### src/rtl/ahb_slave_mux_if.sv
// rtl/ahb_slave_mux_if.sv - bus bundle between decoder/slaves, the slave mux and the master
//
// Purpose: groups the address-phase selects, the per-slave responses, the
// muxed response returned to the master and the decode-error counter.
// Modports:
//   slave  - seen by ahb_slave_mux (selects/slave responses/ERR_CLR in,
//            muxed HRDATA/HREADY/HRESP and ERR_CNT out)
//   master - seen by whatever drives the selects and consumes the response
interface ahb_slave_mux_if #(
    parameter int DATA_W = 32,
    parameter int ECNT_W = 8
);
    logic              HSEL_RISC;
    logic              HSEL_ADDER;
    logic [1:0]        HTRANS;
    logic [DATA_W-1:0] HRDATA_RISC;
    logic              HREADYOUT_RISC;
    logic [1:0]        HRESP_RISC;
    logic [DATA_W-1:0] HRDATA_ADDER;
    logic              HREADYOUT_ADDER;
    logic [1:0]        HRESP_ADDER;
    logic [DATA_W-1:0] HRDATA;
    logic              HREADY;
    logic [1:0]        HRESP;
    logic [ECNT_W-1:0] ERR_CNT;
    logic              ERR_CLR;

    modport slave (
        input  HSEL_RISC, HSEL_ADDER, HTRANS,
        input  HRDATA_RISC, HREADYOUT_RISC, HRESP_RISC,
        input  HRDATA_ADDER, HREADYOUT_ADDER, HRESP_ADDER,
        input  ERR_CLR,
        output HRDATA, HREADY, HRESP, ERR_CNT
    );

    modport master (
        output HSEL_RISC, HSEL_ADDER, HTRANS,
        output HRDATA_RISC, HREADYOUT_RISC, HRESP_RISC,
        output HRDATA_ADDER, HREADYOUT_ADDER, HRESP_ADDER,
        output ERR_CLR,
        input  HRDATA, HREADY, HRESP, ERR_CNT
    );
endinterface

### src/rtl/ahb_slave_mux.sv
// rtl/ahb_slave_mux.sv - AHB read-response mux with built-in default (error) slave
//
// Purpose: registers the decoder's address-phase selects into a one-hot
// data-phase select and routes the chosen slave's HRDATA/HREADYOUT/HRESP back
// to the master. Unmapped NONSEQ/SEQ transfers are answered by a default
// slave with the two-cycle ERROR response; each such error bumps a
// saturating debug counter.
// Ports:
//   HCLK    - bus clock, all state updates on the rising edge
//   HRESETn - asynchronous active-low reset
//   bus     - ahb_slave_mux_if.slave (selects, slave responses, ERR_CLR in;
//             HRDATA/HREADY/HRESP/ERR_CNT out)
module ahb_slave_mux #(
    parameter int DATA_W = 32,
    parameter int ECNT_W = 8
) (
    input  logic              HCLK,
    input  logic              HRESETn,
    ahb_slave_mux_if.slave    bus
);

    localparam logic [1:0] RESP_OKAY  = 2'b00;
    localparam logic [1:0] RESP_ERROR = 2'b01;

    // One-hot data-phase select.
    localparam logic [2:0] DSEL_RISC    = 3'b001;
    localparam logic [2:0] DSEL_ADDER   = 3'b010;
    localparam logic [2:0] DSEL_DEFAULT = 3'b100;

    typedef enum logic [1:0] {
        ST_IDLE = 2'b00,
        ST_ERR1 = 2'b01,
        ST_ERR2 = 2'b10
    } dflt_state_t;

    logic [2:0]        dsel;
    logic [2:0]        dsel_next;
    dflt_state_t       state;
    dflt_state_t       state_next;
    logic              dflt_ready;
    logic [1:0]        dflt_resp;
    logic              hready;
    logic [1:0]        hresp;
    logic [DATA_W-1:0] hrdata;
    logic              unmapped_xfer;
    logic              err_inc;
    logic [ECNT_W-1:0] err_cnt;

    // Address-phase decode; RISC has priority when both selects are high.
    always_comb begin
        dsel_next = DSEL_DEFAULT;
        if (bus.HSEL_RISC) begin
            dsel_next = DSEL_RISC;
        end else if (bus.HSEL_ADDER) begin
            dsel_next = DSEL_ADDER;
        end
    end

    // The select only advances when the bus accepts an address phase, so a
    // waiting slave keeps ownership of the response path.
    always_ff @(posedge HCLK or negedge HRESETn) begin
        if (!HRESETn) begin
            dsel <= DSEL_DEFAULT;
        end else if (hready) begin
            dsel <= dsel_next;
        end
    end

    // An accepted NONSEQ/SEQ that no slave claims. IDLE/BUSY to an unmapped
    // address is answered with a zero-wait OKAY and never reaches here.
    assign unmapped_xfer = hready && (dsel_next == DSEL_DEFAULT) && bus.HTRANS[1];

    // Default-slave FSM: state register.
    always_ff @(posedge HCLK or negedge HRESETn) begin
        if (!HRESETn) begin
            state <= ST_IDLE;
        end else begin
            state <= state_next;
        end
    end

    // Default-slave FSM: next state. ERR2 is the accepting cycle of the error
    // response, so a following unmapped transfer re-enters ERR1 directly.
    always_comb begin
        state_next = ST_IDLE;
        case (state)
            ST_IDLE: state_next = unmapped_xfer ? ST_ERR1 : ST_IDLE;
            ST_ERR1: state_next = ST_ERR2;
            ST_ERR2: state_next = unmapped_xfer ? ST_ERR1 : ST_IDLE;
            default: state_next = ST_IDLE;
        endcase
    end

    // Default-slave FSM: outputs.
    always_comb begin
        dflt_ready = 1'b1;
        dflt_resp  = RESP_OKAY;
        case (state)
            ST_IDLE: begin
                dflt_ready = 1'b1;
                dflt_resp  = RESP_OKAY;
            end
            ST_ERR1: begin
                dflt_ready = 1'b0;
                dflt_resp  = RESP_ERROR;
            end
            ST_ERR2: begin
                dflt_ready = 1'b1;
                dflt_resp  = RESP_ERROR;
            end
            default: begin
                dflt_ready = 1'b1;
                dflt_resp  = RESP_OKAY;
            end
        endcase
    end

    // Response mux. Slave responses (including RETRY/SPLIT) pass through
    // untouched; the default slave never returns read data.
    always_comb begin
        hrdata = '0;
        hready = dflt_ready;
        hresp  = dflt_resp;
        case (dsel)
            DSEL_RISC: begin
                hrdata = bus.HRDATA_RISC;
                hready = bus.HREADYOUT_RISC;
                hresp  = bus.HRESP_RISC;
            end
            DSEL_ADDER: begin
                hrdata = bus.HRDATA_ADDER;
                hready = bus.HREADYOUT_ADDER;
                hresp  = bus.HRESP_ADDER;
            end
            default: begin
                hrdata = '0;
                hready = dflt_ready;
                hresp  = dflt_resp;
            end
        endcase
    end

    // Every entry into ERR1 marks one new decode error.
    assign err_inc = (state_next == ST_ERR1);

    always_ff @(posedge HCLK or negedge HRESETn) begin
        if (!HRESETn) begin
            err_cnt <= '0;
        end else if (bus.ERR_CLR) begin
            err_cnt <= '0;
        end else if (err_inc && !(&err_cnt)) begin
            err_cnt <= err_cnt + ECNT_W'(1);
        end
    end

    assign bus.HRDATA  = hrdata;
    assign bus.HREADY  = hready;
    assign bus.HRESP   = hresp;
    assign bus.ERR_CNT = err_cnt;

endmodule
### src/flat_wrapper.sv
// flat-port wrapper written by rule: the top's interface ports become plain ports
module ahb_slave_mux_flat 
#(
    parameter int DATA_W = 32,
    parameter int ECNT_W = 8
)
  (HCLK, HRESETn, bus_HSEL_RISC, bus_HSEL_ADDER, bus_HTRANS, bus_HRDATA_RISC, bus_HREADYOUT_RISC, bus_HRESP_RISC, bus_HRDATA_ADDER, bus_HREADYOUT_ADDER, bus_HRESP_ADDER, bus_ERR_CLR, bus_HRDATA, bus_HREADY, bus_HRESP, bus_ERR_CNT);
  ahb_slave_mux_if #(.DATA_W(DATA_W), .ECNT_W(ECNT_W)) bus_i ();
  input  logic HCLK;
  input  logic HRESETn;
  input wire logic [$bits(bus_i.HSEL_RISC)-1:0] bus_HSEL_RISC;
  input wire logic [$bits(bus_i.HSEL_ADDER)-1:0] bus_HSEL_ADDER;
  input wire logic [$bits(bus_i.HTRANS)-1:0] bus_HTRANS;
  input wire logic [$bits(bus_i.HRDATA_RISC)-1:0] bus_HRDATA_RISC;
  input wire logic [$bits(bus_i.HREADYOUT_RISC)-1:0] bus_HREADYOUT_RISC;
  input wire logic [$bits(bus_i.HRESP_RISC)-1:0] bus_HRESP_RISC;
  input wire logic [$bits(bus_i.HRDATA_ADDER)-1:0] bus_HRDATA_ADDER;
  input wire logic [$bits(bus_i.HREADYOUT_ADDER)-1:0] bus_HREADYOUT_ADDER;
  input wire logic [$bits(bus_i.HRESP_ADDER)-1:0] bus_HRESP_ADDER;
  input wire logic [$bits(bus_i.ERR_CLR)-1:0] bus_ERR_CLR;
  output wire logic [$bits(bus_i.HRDATA)-1:0] bus_HRDATA;
  output wire logic [$bits(bus_i.HREADY)-1:0] bus_HREADY;
  output wire logic [$bits(bus_i.HRESP)-1:0] bus_HRESP;
  output wire logic [$bits(bus_i.ERR_CNT)-1:0] bus_ERR_CNT;
  assign bus_i.HSEL_RISC = bus_HSEL_RISC;
  assign bus_i.HSEL_ADDER = bus_HSEL_ADDER;
  assign bus_i.HTRANS = bus_HTRANS;
  assign bus_i.HRDATA_RISC = bus_HRDATA_RISC;
  assign bus_i.HREADYOUT_RISC = bus_HREADYOUT_RISC;
  assign bus_i.HRESP_RISC = bus_HRESP_RISC;
  assign bus_i.HRDATA_ADDER = bus_HRDATA_ADDER;
  assign bus_i.HREADYOUT_ADDER = bus_HREADYOUT_ADDER;
  assign bus_i.HRESP_ADDER = bus_HRESP_ADDER;
  assign bus_i.ERR_CLR = bus_ERR_CLR;
  assign bus_HRDATA = bus_i.HRDATA;
  assign bus_HREADY = bus_i.HREADY;
  assign bus_HRESP = bus_i.HRESP;
  assign bus_ERR_CNT = bus_i.ERR_CNT;
  ahb_slave_mux #(.DATA_W(DATA_W), .ECNT_W(ECNT_W)) u_core (.HCLK(HCLK), .HRESETn(HRESETn), .bus(bus_i));
endmodule
### config.mk
export PLATFORM = sky130hd
export DESIGN_NAME = ahb_slave_mux_flat
export DESIGN_NICKNAME = d
export VERILOG_FILES = /design/src/rtl/ahb_slave_mux_if.sv /design/src/rtl/ahb_slave_mux.sv /design/src/flat_wrapper.sv
export SDC_FILE = /design/constraint.sdc
export NUM_CORES = 1
export LEC_CHECK = 0
export CAP_MARGIN = 20
export CORE_MARGIN = 4
export CORE_UTILIZATION = 29
export CTS_CLUSTER_SIZE = 40
export DETAILED_ROUTE_END_ITERATION = 8
export GPL_TIMING_DRIVEN = 1
export PLACE_DENSITY_LB_ADDON = 0.2
export SLEW_MARGIN = 20
export SYNTH_ARGS = -nofsm -noshare
export SYNTH_HDL_FRONTEND = slang
export SYNTH_SLANG_ARGS = --single-unit
### constraint.sdc
create_clock -name HCLK -period 2.8 [get_ports HCLK]
set_clock_uncertainty 0.05 [all_clocks]
set_input_delay 0.42 -clock HCLK [delete_from_list [all_inputs] [get_ports HCLK]]
set_output_delay 0.42 -clock HCLK [all_outputs]
set_load 0.05 [all_outputs]
Yosys cells after proc, flatten, opt, wreduce, memory -nomap -nowiden
Cells that the tools add are included.
- $add $sub $neg: 1
- equal/unequal tests: 6
- multiplexer cells: 11
- reduce and logical (&&, ||, !) cells: 9
- operator list (operator ; count):
    32-bit case mux with 2 select lines ; 1
    8-bit two-way mux ; 2
    8-bit by 1-bit adder with 8-bit output (second input constant) ; 1
    2-bit case mux with 2 select lines ; 2
    8-bit AND reduction ; 1
    3-bit two-way mux ; 2
    2-bit by 1-bit == test with 1-bit output (second input constant) ; 2
    2-bit OR reduction ; 2
    3-bit by 1-bit == test with 1-bit output (second input constant) ; 1
    3-bit by 2-bit == test with 1-bit output (second input constant) ; 1
    3-bit == test (second input constant) ; 1
    1-bit logical AND ; 3
    1-bit two-way mux ; 3
    2-bit == test (second input constant) ; 1
    2-bit zero test ; 1
    1-bit case mux with 2 select lines ; 1
    2-bit nonzero test ; 1
    1-bit zero test ; 1
- bits in registers: 13
- input port bits: 77
- word-level logic and storage cells: 30

Depth between registers and ports, before layout
- word-level depth: 11
- mapped depth: 7

Worst setup path after synthesis
OpenSTA, ideal clock, no wires.
- path kind: flip-flop to flip-flop
- start point: register u_core.state[0]
- end point: register u_core.err_cnt[4], in the netlist u_core.bus.ERR_CNT[4]
- setup time: 0.128 ns
- data arrival time: 2.105 ns
- path slack: 0.516 ns
- cell stages (with the launch flop): 7
- buffers on the path: 0
- clock period less this slack: 2.284 ns
- cells stage by stage: dfrtp_1 ha_1 or4b_4 or4_4 nor4_4 xnor2_1 nor2_1
- cells in the longest elaborated chain, start to end: 10
- elaborated cells on any way between the ends: 13
- RTL lines (what ; RTL line ; source):
    start: declaration ; ahb_slave_mux.sv:38 ; dflt_state_t state;
    start signal: assignment ; ahb_slave_mux.sv:78 ; state <= state_next;
    2-bit by 1-bit == test with 1-bit output ; ahb_slave_mux.sv:86, ahb_slave_mux.sv:98 ;
    1-bit two-way mux ; ahb_slave_mux.sv:98 ; case (state)
    1-bit case mux with 2 select lines ; ahb_slave_mux.sv:124 ; case (dsel)
    1-bit logical AND (2 in series) ; ahb_slave_mux.sv:71 ; assign unmapped_xfer = hready && (dsel_next == DSEL_DEFAULT) && bus.HTRANS[1];
    1-bit two-way mux ; ahb_slave_mux.sv:87, ahb_slave_mux.sv:89 ;
    2-bit case mux with 2 select lines * ; ahb_slave_mux.sv:86 ; case (state)
    2-bit by 1-bit == test with 1-bit output * ; ahb_slave_mux.sv:144 ; assign err_inc = (state_next == ST_ERR1);
    1-bit logical AND * ; ahb_slave_mux.sv:151 ; end else if (err_inc && !(&err_cnt)) begin
    2-bit nonzero test (no source line) * ; -- ;
    end signal: assignment ; ahb_slave_mux.sv:152 ; err_cnt <= err_cnt + ECNT_W'(1);
    end: declaration ; ahb_slave_mux.sv:47 ; logic [ECNT_W-1:0] err_cnt;
Mark *: on every way between the ends. The rest lies on a longest branch, timed or not.
A chain may end at the register's enable or synchronous reset.

Final worst setup path
- start point: register u_core.state[1]
- end point: output port bus_HREADY
- cells in the longest elaborated chain, start to end: 3
- RTL lines (what ; RTL line ; source):
    2-bit by 1-bit == test with 1-bit output ; ahb_slave_mux.sv:98 ;
    1-bit two-way mux ; ahb_slave_mux.sv:98 ;
    1-bit case mux with 2 select lines ; ahb_slave_mux.sv:124 ;
    end: declaration ; flat_wrapper.sv:22 ; output wire logic [$bits(bus_i.HREADY)-1:0] bus_HREADY;
No other way between the ends.

==> flow_summary.toml <==
[outcome]
status = "complete, no violations"

[critical_path]
cpPeakStageDelay_ns = 0.50
criticalPathCategory = "register to output pin"
start_kind = "register"
setup.worst_path.end_class = "output pin"
r2r-end = "u_core.bus.ERR_CNT[2]"
rr_startpoint = "u_core.state[0]"
crit_family = "simple AND/OR/NAND/NOR gates"
cp_data_arrival_time_ns = 2.02
worstPathMaxFanout = 6
startpoint = "u_core.state[1]"
cp.buffers_inverters = 3
r2r_cells = 6
slowest_stage = "or3b_2"
rrSetupSlack_ns = 0.45
worstPathRequired_ns = 2.33
worstPathCellList = "inv_1 -> ha_1 -> or3b_2 -> nand2_1 -> nand3b_1 -> inv_2 -> buf_4"

[floorplanning]
initial_core_util = 0.306
core_um2 = 3720
die_height_um = 70.6
rows = 22
fp.dieArea_um2 = 4980
die_x_um = 70.6
ios = 120

[pwr]
leakagePower_uw = 0.00112
ir_worst_vdd_mv = 0.281
powerDensity_nw_per_um2 = 533
p_total_uw = 1480

[routing]
vias_per_cell = 5.15
ant_nets = 0
wl_um = 5060
drt_iter0_drc = 66
wl_per_cell_um = 17.5
drt_first_pass_iters = 4
drcViolationCount = 0
routed-via-count = 1488

[timing]
max_freq_mhz = 402
setup_ws_ns = 0.314
hold_viol_final = 0
tightest_slew_ns = 0.597
drv_slew = 0
finalSetupViolCount = 0
min_period_over_period = 0.888
slew_headroom = 0.601
period_needed_ns = 2.49
tns_ns = 0
rsz0062_at_grt = "no"

[global_route]
grt_pass1_wl_um = 7710
grt_pass1_vias = 1600
grt_antenna_before_repair = 0
grt_max_degree = 25
overflow = 0
grt_usage = 0.199

[synthesis]
yosys.cell_types.count = 40
syn_nets = 203
synth-main-ff-cell = "dfrtp_1"
post_synth_main_area_contributors = "dfrtp_1 26%, a22o_1 25%, ha_1 5.5%, dfstp_2 2.3%, xnor2_1 2.3%"
syn_area_per_cell_um2 = 9.39
synth_top_area_share = 0.264
syn-cell-area_um2 = 1140
synth_edf_count = 0
yosysTopAreaCell = "dfrtp_1"
synth-seq-cells = 13
synth_warnings = 0
syn_inst = 121
synthArstFlopShare = 1.00
yosysSeqAreaShare = 0.287

[layout]
regArea_um2 = 327
multiInputGateArea_um2 = 767
finalNetCount = 324
postLayoutCoreUtil = 0.745
n_antenna_cell = 0
area.growth.synth_to_final_pct = 144
layout-drive-gt1-share = 0.228
fin_area_um2 = 2770
n_fill_cell = 272

[clock_network]
cts_max_level = 1
cts_inserted_buffers = 3
cts_setup_buffers = 0
cts-resized-gates = 0
cts_root_buf = "clkbuf_8"
holdBufCountCts = 0
cts.sinks = 13
cts_tree = "done"
clockBufferDepth = 2
cts.clk_slew.worst_paths_ns = 0.06
clock_latency_ns = 0.25

[worst_hold_path]
hp-class = "primary input to async pin"

[placed_design]
gp_congestion = 0.738
port_buffers = 118
place_ws_ns = 0.104
placed_area_um2 = 2720
hpwl_um = 4450

[job]
cap_violations = 0
[cell families (layout without fill, tap and decap cells)]
logic type | after synthesis | in the layout | synth area share
AOI/OAI and AO/OA | 46 | 46 | 0.330
and+or+nand+nor | 38 | 38 | 0.239
buffers and inverters | 14 | 134 | 0.0462
DFF | 13 | 13 | 0.287
adders and majority gates | 5 | 5 | 0.0551
xor gates and xnor gates | 3 | 3 | 0.0231
muxes | 2 | 2 | 0.0187
[Yosys cell counts, drive strengths merged, types with 4 or more instances]
| cell type | count |
|---|---|
| inv | 7 |
| clkbuf | 6 |
| a21oi | 4 |
| ha | 5 |
| nor2 | 6 |
| nand2 | 4 |
| nand3 | 6 |
| a22o | 33 |
| dfrtp | 12 |
| nor4 | 4 |
[layer usage]
| layer | share of wire | track usage |
|---|---|---|
| met2 | 0.51 | 0.350 |
| met1 | 0.35 | 0.199 |
| met5 | 0 | 0 |
| met3 | 0.12 | 0.109 |
| met4 | 0.019 | 0.0710 |
[state kept, by name, summed over array words and instances (netlist names)]
signal,count
u_core.state,2
u_core.dsel,3
u_core.bus.ERR_CNT,8
[layout by cell type (no fill, tap or decap), drive strengths merged, types with 2 or more instances in the layout]
cell,netlist,final
nand3,6,6
a21oi,4,4
a22o,33,33
o31ai,2,2
o21ai,3,3
ha,5,5
or4b,2,2
nor3b,3,3
buf,1,40
or4,2,2
nor4,4,4
nor2,6,6
dfrtp,12,12
inv,7,7
xnor2,3,3
clkbuf,6,3
clkdlybuf4s50,0,83
and3,2,2
nand2,4,4
[through the flow]
step,std cells,hold slack (ns)
finish,289,0.500
detailed placement,285,0.523
global route,289,0.547
CTS,289,0.514
floorplan,121,0.0744
global placement,285,0.517
[worst max path at each step]
stage / to / depth (start not counted)
5_1_grt: bus_HREADY / 7
3_3_place_gp: u_core.bus.ERR_CNT[4] / 6
6_report: bus_HREADY / 7
4_1_cts: bus_HREADY / 7
2_1_floorplan: u_core.bus.ERR_CNT[4] / 6
3_5_place_dp: u_core.bus.ERR_CNT[6] / 6
[power by group]
| part | switching, uW | internal (uW) | total (uW) | leakage (uW) |
|---|---|---|---|---|
| Clock | 73.1 | 98.5 | 172 | 0.0000255 |
| Combinational | 561 | 529 | 1090 | 0.000922 |
| Sequential | 15.6 | 199 | 215 | 0.000174 |
[area by class of cell]
class | count | share of cell area
inverter | 7 | 0.00949
clock inverter | 1 | 0.00181
tap | 48 | 0.0217
timing repair buffer | 123 | 0.557
multi-input combinational | 94 | 0.277
sequential | 13 | 0.118
clock buffer | 3 | 0.0149
(Power assumes the default switching activity.)
